## src/rtl/router_src_rx.sv

```systemverilog
// Source-side receiver of the 1x3 router: decodes byte-serial packets, steers every
// accepted byte into the addressed destination FIFO, back-pressures on full and flags bad packets.
module router_src_rx #(
  parameter int NUM_DEST = 3,
  parameter int ADDR_W   = 2,
  parameter int DATA_W   = 8
) (
  input  logic                clk,
  input  logic                resetn,
  input  logic                pkt_valid,
  input  logic [DATA_W-1:0]   data_in,
  input  logic [NUM_DEST-1:0] fifo_full,
  output logic                busy,
  output logic                err,
  output logic [NUM_DEST-1:0] fifo_wr_en,
  output logic [DATA_W-1:0]   fifo_din,
  output logic                pkt_done
);

  localparam int LEN_W = DATA_W - ADDR_W;

  typedef enum logic [1:0] {
    IDLE      = 2'd0,
    LOAD_DATA = 2'd1,
    DROP      = 2'd2,
    CHECK     = 2'd3
  } state_t;

  state_t              state_q, state_d;
  logic [ADDR_W-1:0]   dest_q, dest_d;
  logic [LEN_W-1:0]    len_q, len_d;
  logic [LEN_W-1:0]    cnt_q, cnt_d;
  logic [DATA_W-1:0]   acc_q, acc_d;
  logic                len_err_q, len_err_d;
  logic                par_err_q, par_err_d;
  logic                addr_err_q, addr_err_d;
  logic                err_q, err_d;
  logic [NUM_DEST-1:0] wr_en_q, wr_en_d;
  logic [DATA_W-1:0]   din_q, din_d;
  logic                done_q, done_d;

  logic [ADDR_W-1:0]   addr;
  logic                addr_valid;
  logic [NUM_DEST-1:0] addr_onehot;
  logic [NUM_DEST-1:0] dest_onehot;
  logic                full_at_addr;
  logic                dest_full;

  assign addr       = data_in[ADDR_W-1:0];
  // One extra bit so the compare also works when NUM_DEST == 2**ADDR_W.
  assign addr_valid = ({1'b0, addr} < (ADDR_W+1)'(NUM_DEST));

  // Decode both the incoming header address and the latched destination to one-hot,
  // so FIFO full flags are selected without out-of-range indexing.
  genvar gi;
  generate
    for (gi = 0; gi < NUM_DEST; gi++) begin : g_decode
      assign addr_onehot[gi] = (addr == ADDR_W'(gi));
      assign dest_onehot[gi] = (dest_q == ADDR_W'(gi));
    end
  endgenerate

  assign full_at_addr = |(fifo_full & addr_onehot);
  assign dest_full    = |(fifo_full & dest_onehot);

  always_comb begin
    state_d    = state_q;
    dest_d     = dest_q;
    len_d      = len_q;
    cnt_d      = cnt_q;
    acc_d      = acc_q;
    len_err_d  = len_err_q;
    par_err_d  = par_err_q;
    addr_err_d = addr_err_q;
    err_d      = err_q;
    wr_en_d    = '0;
    din_d      = din_q;
    done_d     = 1'b0;
    busy       = 1'b0;

    case (state_q)
      IDLE: begin
        busy = pkt_valid & addr_valid & full_at_addr;
        if (pkt_valid && !busy) begin
          dest_d     = addr;
          len_d      = data_in[DATA_W-1:ADDR_W];
          acc_d      = data_in;
          cnt_d      = '0;
          len_err_d  = 1'b0;
          par_err_d  = 1'b0;
          addr_err_d = 1'b0;
          if (addr_valid) begin
            wr_en_d = addr_onehot;
            din_d   = data_in;
            err_d   = 1'b0;
            state_d = LOAD_DATA;
          end else begin
            state_d = DROP;
          end
        end
      end

      LOAD_DATA: begin
        busy = dest_full;
        if (!dest_full) begin
          wr_en_d = dest_onehot;
          din_d   = data_in;
          if (pkt_valid) begin
            acc_d = acc_q ^ data_in;
            // Saturate rather than wrap so an overlong packet stays flagged.
            if (cnt_q == len_q) begin
              len_err_d = 1'b1;
            end else begin
              cnt_d = cnt_q + LEN_W'(1);
            end
          end else begin
            par_err_d = (acc_q != data_in);
            if (cnt_q != len_q) begin
              len_err_d = 1'b1;
            end
            state_d = CHECK;
          end
        end
      end

      DROP: begin
        if (!pkt_valid) begin
          addr_err_d = 1'b1;
          state_d    = CHECK;
        end
      end

      CHECK: begin
        busy    = 1'b1;
        err_d   = par_err_q | len_err_q | addr_err_q;
        done_d  = 1'b1;
        state_d = IDLE;
      end

      default: begin
        state_d = IDLE;
      end
    endcase
  end

  always_ff @(posedge clk or negedge resetn) begin
    if (!resetn) begin
      state_q    <= IDLE;
      dest_q     <= '0;
      len_q      <= '0;
      cnt_q      <= '0;
      acc_q      <= '0;
      len_err_q  <= 1'b0;
      par_err_q  <= 1'b0;
      addr_err_q <= 1'b0;
      err_q      <= 1'b0;
      wr_en_q    <= '0;
      din_q      <= '0;
      done_q     <= 1'b0;
    end else begin
      state_q    <= state_d;
      dest_q     <= dest_d;
      len_q      <= len_d;
      cnt_q      <= cnt_d;
      acc_q      <= acc_d;
      len_err_q  <= len_err_d;
      par_err_q  <= par_err_d;
      addr_err_q <= addr_err_d;
      err_q      <= err_d;
      wr_en_q    <= wr_en_d;
      din_q      <= din_d;
      done_q     <= done_d;
    end
  end

  assign err        = err_q;
  assign fifo_wr_en = wr_en_q;
  assign fifo_din   = din_q;
  assign pkt_done   = done_q;

endmodule

```

## config.mk

```make
export PLATFORM = sky130hd
export DESIGN_NAME = router_src_rx
export DESIGN_NICKNAME = d
export VERILOG_FILES = /design/src/rtl/router_src_rx.sv
export SDC_FILE = /design/constraint.sdc
export NUM_CORES = 1
export LEC_CHECK = 0
export BUFFER_PORTS_ARGS = -buffer_cell sky130_fd_sc_hd__buf_4
export CAP_MARGIN = 20
export CORE_MARGIN = 10
export CORE_UTILIZATION = 48
export DETAILED_ROUTE_END_ITERATION = 7
export PLACE_DENSITY = 0.76
export SYNTH_ARGS = -nofsm -noshare
export SYNTH_HDL_FRONTEND = slang
export SYNTH_SLANG_ARGS = --single-unit
```

## constraint.sdc

```tcl
create_clock -name clk -period 6.6 [get_ports clk]
set_clock_uncertainty 0.2 [all_clocks]
set_input_delay 1.32 -clock clk [delete_from_list [all_inputs] [get_ports clk]]
set_output_delay 1.32 -clock clk [all_outputs]
set_load 0.05 [all_outputs]
```

# == Word-level counts from Yosys, hierarchy flattened ==
# Index checks and enable logic that the tools add are counted.
# op_classes
add_sub_neg,1
n_mul,0
div_mod_pow,0
order_cmp,1
n_eq_ne,19
n_shift,0
muxes,38
n_bitwise,7
n_reduce_logical,19
# ops
cell,n
8-bit 2-to-1 mux,6
8-bit case mux with 2 select lines,2
6-bit 2-to-1 mux,4
"2-bit != test, second input constant",7
6-bit case mux with 2 select lines,1
4-bit AND reduction,3
1-bit 2-to-1 mux,11
5-bit AND reduction,2
3-bit 2-to-1 mux,3
"2-bit equality test, second input constant",4
2-bit 2-to-1 mux,4
8-bit != test,1
1-bit case mux with 2 select lines,4
2-bit case mux with 4 select lines,1
8-bit XOR,1
"6-bit by 1-bit adder with 6-bit output, second input constant",1
3-bit bitwise AND,2
"2-bit by 1-bit equality test with 1-bit output, second input constant",3
6-bit equality test,1
2-bit zero test,3
"3-bit != test, second input constant",2
6-bit != test,1
3-bit case mux with 2 select lines,1
3-bit AND reduction,2
9 further kinds,15
# totals
reg_bits,40
latch_bits,0
mem_bits_rw,0
romBits,0
in_bits,14
elab_cells,97
mem_count,0

# == Depth between registers and ports, before layout ==
# depth
word_depth,8
mapped_depth,10
depth_no_buf,7

# == Least setup slack after synthesis ==
# Ideal clock, no wire load.
# synth_timing
path_kind,in2out
from,in data_in[0]
to,out busy
t_arrival_ns,2.729
required_ns,5.080
path_slack_ns,2.351
path_stages,5
path_cell_list,buf_4 mux2i_1 o21ai_0 a31oi_1 a21oi_1
# synth_via
elab_chain_cells,5
word_cells_on_any_way,9
# synth_lines
item,line_no,rtl
start: declaration,11,"input logic [DATA_W-1:0] data_in,"
"2-bit by 1-bit equality test with 1-bit output, or another cell as far along",58,assign addr_onehot[gi] = (addr == ADDR_W'(gi));
3-bit bitwise AND,63,assign full_at_addr = |(fifo_full & addr_onehot);
3-bit OR reduction,63,
1-bit bitwise AND *,83,busy = pkt_valid & addr_valid & full_at_addr;
1-bit case mux with 3 select lines *,81,case (state_q)
end: declaration,13,"output logic busy,"
# Every way passes the cells marked *; elsewhere a longest branch is shown, timed or not.

# == Worst setup path in the final report ==
# Same ends and word-level chain as after synthesis.

==> impl_metrics.toml <==
[outcome]
status = "finished, final reports clean"

[global_route]
grt_first_pass_wirelength_microns = 7770
grt_max_degree = 41
grt_remaining_overflow = 0
antenna_found_initial = 0
grt_pass1_vias = 1629
grtUsageTotal = 0.126

[routing]
drt_iter0_drc = 177
ant_nets = 0
drc = 0
routedWlPerCell_microns = 16.0
routed_wl_microns = 4760
firstDrtPassIters = 4
vias = 1702
viasPerCell = 5.73

[sta]
maxSlewViolCount = 0
setup_tns_ns = 0
setup_violations = 0
fin_crit_ns = 3.98
slew_headroom = 0.525
rsz0062_at_grt = "no"
worst_pin_slew_ns = 0.713
max_clock_freq_mhz = 251
hold_viol_final = 0
min_period_over_period = 0.602

[worst_setup_path]
reg2reg_depth = 7
endpoint_kind = "output port"
crit_type = "primary input to output port"
cp_max_fo = 10
worstPathRequired_ns = 5.08
arrival_ns = 2.46
startpoint_type = "primary input"

[worst_hold_path]
hold_class = "register to register"
min_path_cells = 1

[yosys]
synth.cell_area_sq_um = 2180
syn_inst = 219
synthesis.nets = 238
syn_avg_cell_area_sq_um = 9.97
ys_async_sr_fraction = 1.00
ys_seq_area_frac = 0.458
yosysWarnings = 0
synth-main-ff-cell = "dfrtp_1"
synth_edf_count = 0
synth_cell_types = 39
synth_seq_cells = 40

[cells_and_area]
fill_cells = 390
areaGrowthSynthToFinish_pct = 15.0
fin_cells = 297
antennaDiodeCount = 0
fin_util = 0.573
final_common_cell = "dfrtp_1"
layout_common_cells = "dfrtp_1 (40), buf_4 (28), nor2_1 (19)"
layout-drive-gt1-share = 0.208
final_nets = 263

[floorplan]
num_rows = 24
start_util = 0.498
die_area_sq_um = 7650
die_height_microns = 87.4
core_sq_um = 4380
die_w_microns = 87.4
ios = 28

[cts]
ctsHoldBuffers = 0
clock_sinks = 40
cts-root-buf = "clkbuf_8"
tritoncts = "yes"
cts_resized = 0
clockBufferDepth = 2
clk_latency_ns = 0.30
htree_num_levels = 2
path_clk_slew_ns = 0.08
cts_setup_buffers = 0
cts_buffers = 5

[placed_design]
io_buffers = 27
placed_cells = 288
place_congestion = 0.812
dpl.hpwl_microns = 3450

[power_and_ir_drop]
p_leak_nw = 1.11
power.density_nw_per_um2 = 546
vdd_drop_max_v = 0.000307

[run]
drv_cap = 0
-- power by group --
part | internal, mW | switching [mW] | total [mW]
Clock | 0.112 | 0.0911 | 0.203
Combinational | 0.282 | 0.430 | 0.712
Sequential | 0.359 | 0.0972 | 0.456
Total | 0.753 | 0.618 | 1.37
-- path summary, 6_finish.rpt --
kind,from,endpoint,slack [ns]
worst max-delay path,data_in[0],busy,2.62
worst min-delay path,fifo_din[5],fifo_din[5],0.31
worst max register to register,state_q[1],acc_q[1],3.38
worst min register to register,fifo_din[5],fifo_din[5],0.31
max in group asynchronous,resetn,addr_err_q,5.05
min in group asynchronous,resetn,err,0.79
-- cells in the mapped netlist, drive strengths merged, types with 4 or more instances --
library cell,number,share of area
ha,5,0.029
nand2b,6,0.017
xor2,6,0.024
dfrtp,40,0.46
a311oi,8,0.032
o21ai,7,0.016
nor2,19,0.033
mux2i,4,0.018
xnor2,9,0.036
mux2,13,0.067
buf,5,0.018
a21oi,17,0.039
nand2,13,0.022
inv,12,0.021
clkbuf,5,0.0086
nand3,9,0.021
-- cell type report --
| class | count | area, sq um | area share |
|---|---|---|---|
| inverters | 12 | 45.0 | 0.0179 |
| repair buffers | 28 | 210 | 0.0837 |
| flip-flops and latches | 40 | 1000 | 0.399 |
| clock inverters | 3 | 42.5 | 0.0169 |
| multi-input cells | 157 | 1080 | 0.429 |
| well taps | 52 | 65.1 | 0.0259 |
| clock buffers | 5 | 68.8 | 0.0274 |
-- cells by family (layout without fill, tap and decap cells) --
family,count (synthesis),count (layout),share of synthesized area
DFF,40,40,0.458
xor gates and xnor gates,15,15,0.0602
buffers and inverters,22,48,0.0476
AOI/OAI and AO/OA,57,57,0.181
adders and majority gates,5,5,0.0287
and+or+nand+nor,63,63,0.139
muxes,17,17,0.0854
-- metal layers --
layer | GRT usage | routed length, microns
met1 | 0.154 | 2190
met2 | 0.199 | 2220
met4 | 0.0435 | 74
met3 | 0.0478 | 279
met5 | 0 | 0
-- worst max-delay path, stage by stage --
cell and delay [ns]:
buf_4 0.14, mux2i_1 0.36, o21ai_0 0.17, a31oi_1 0.19
a21oi_1 0.08, buf_4 0.19
-- registers in the layout, indices dropped and copies added, names as in the netlist --
register / count
acc_q: 8
addr_err_q: 1
cnt_q: 6
dest_q: 2
err: 1
fifo_din: 8
fifo_wr_en: 3
len_err_q: 1
len_q: 6
par_err_q: 1
pkt_done: 1
state_q: 2
-- metrics by stage --
step	hold WS [ns]	worst slack (ns)	instance area [sq um]	power [mW]
2_1_floorplan	0.299	2.35	2180	0.999
3_3_place_gp	0.289	2.70	2390	1.15
3_5_place_dp	0.299	2.61	2390	1.17
4_1_cts	0.318	2.61	2500	1.38
5_1_grt	0.330	2.50	2510	1.47
6_report	0.313	2.62	2510	1.37
No activity file was read; power rests on OpenSTA's default activity.
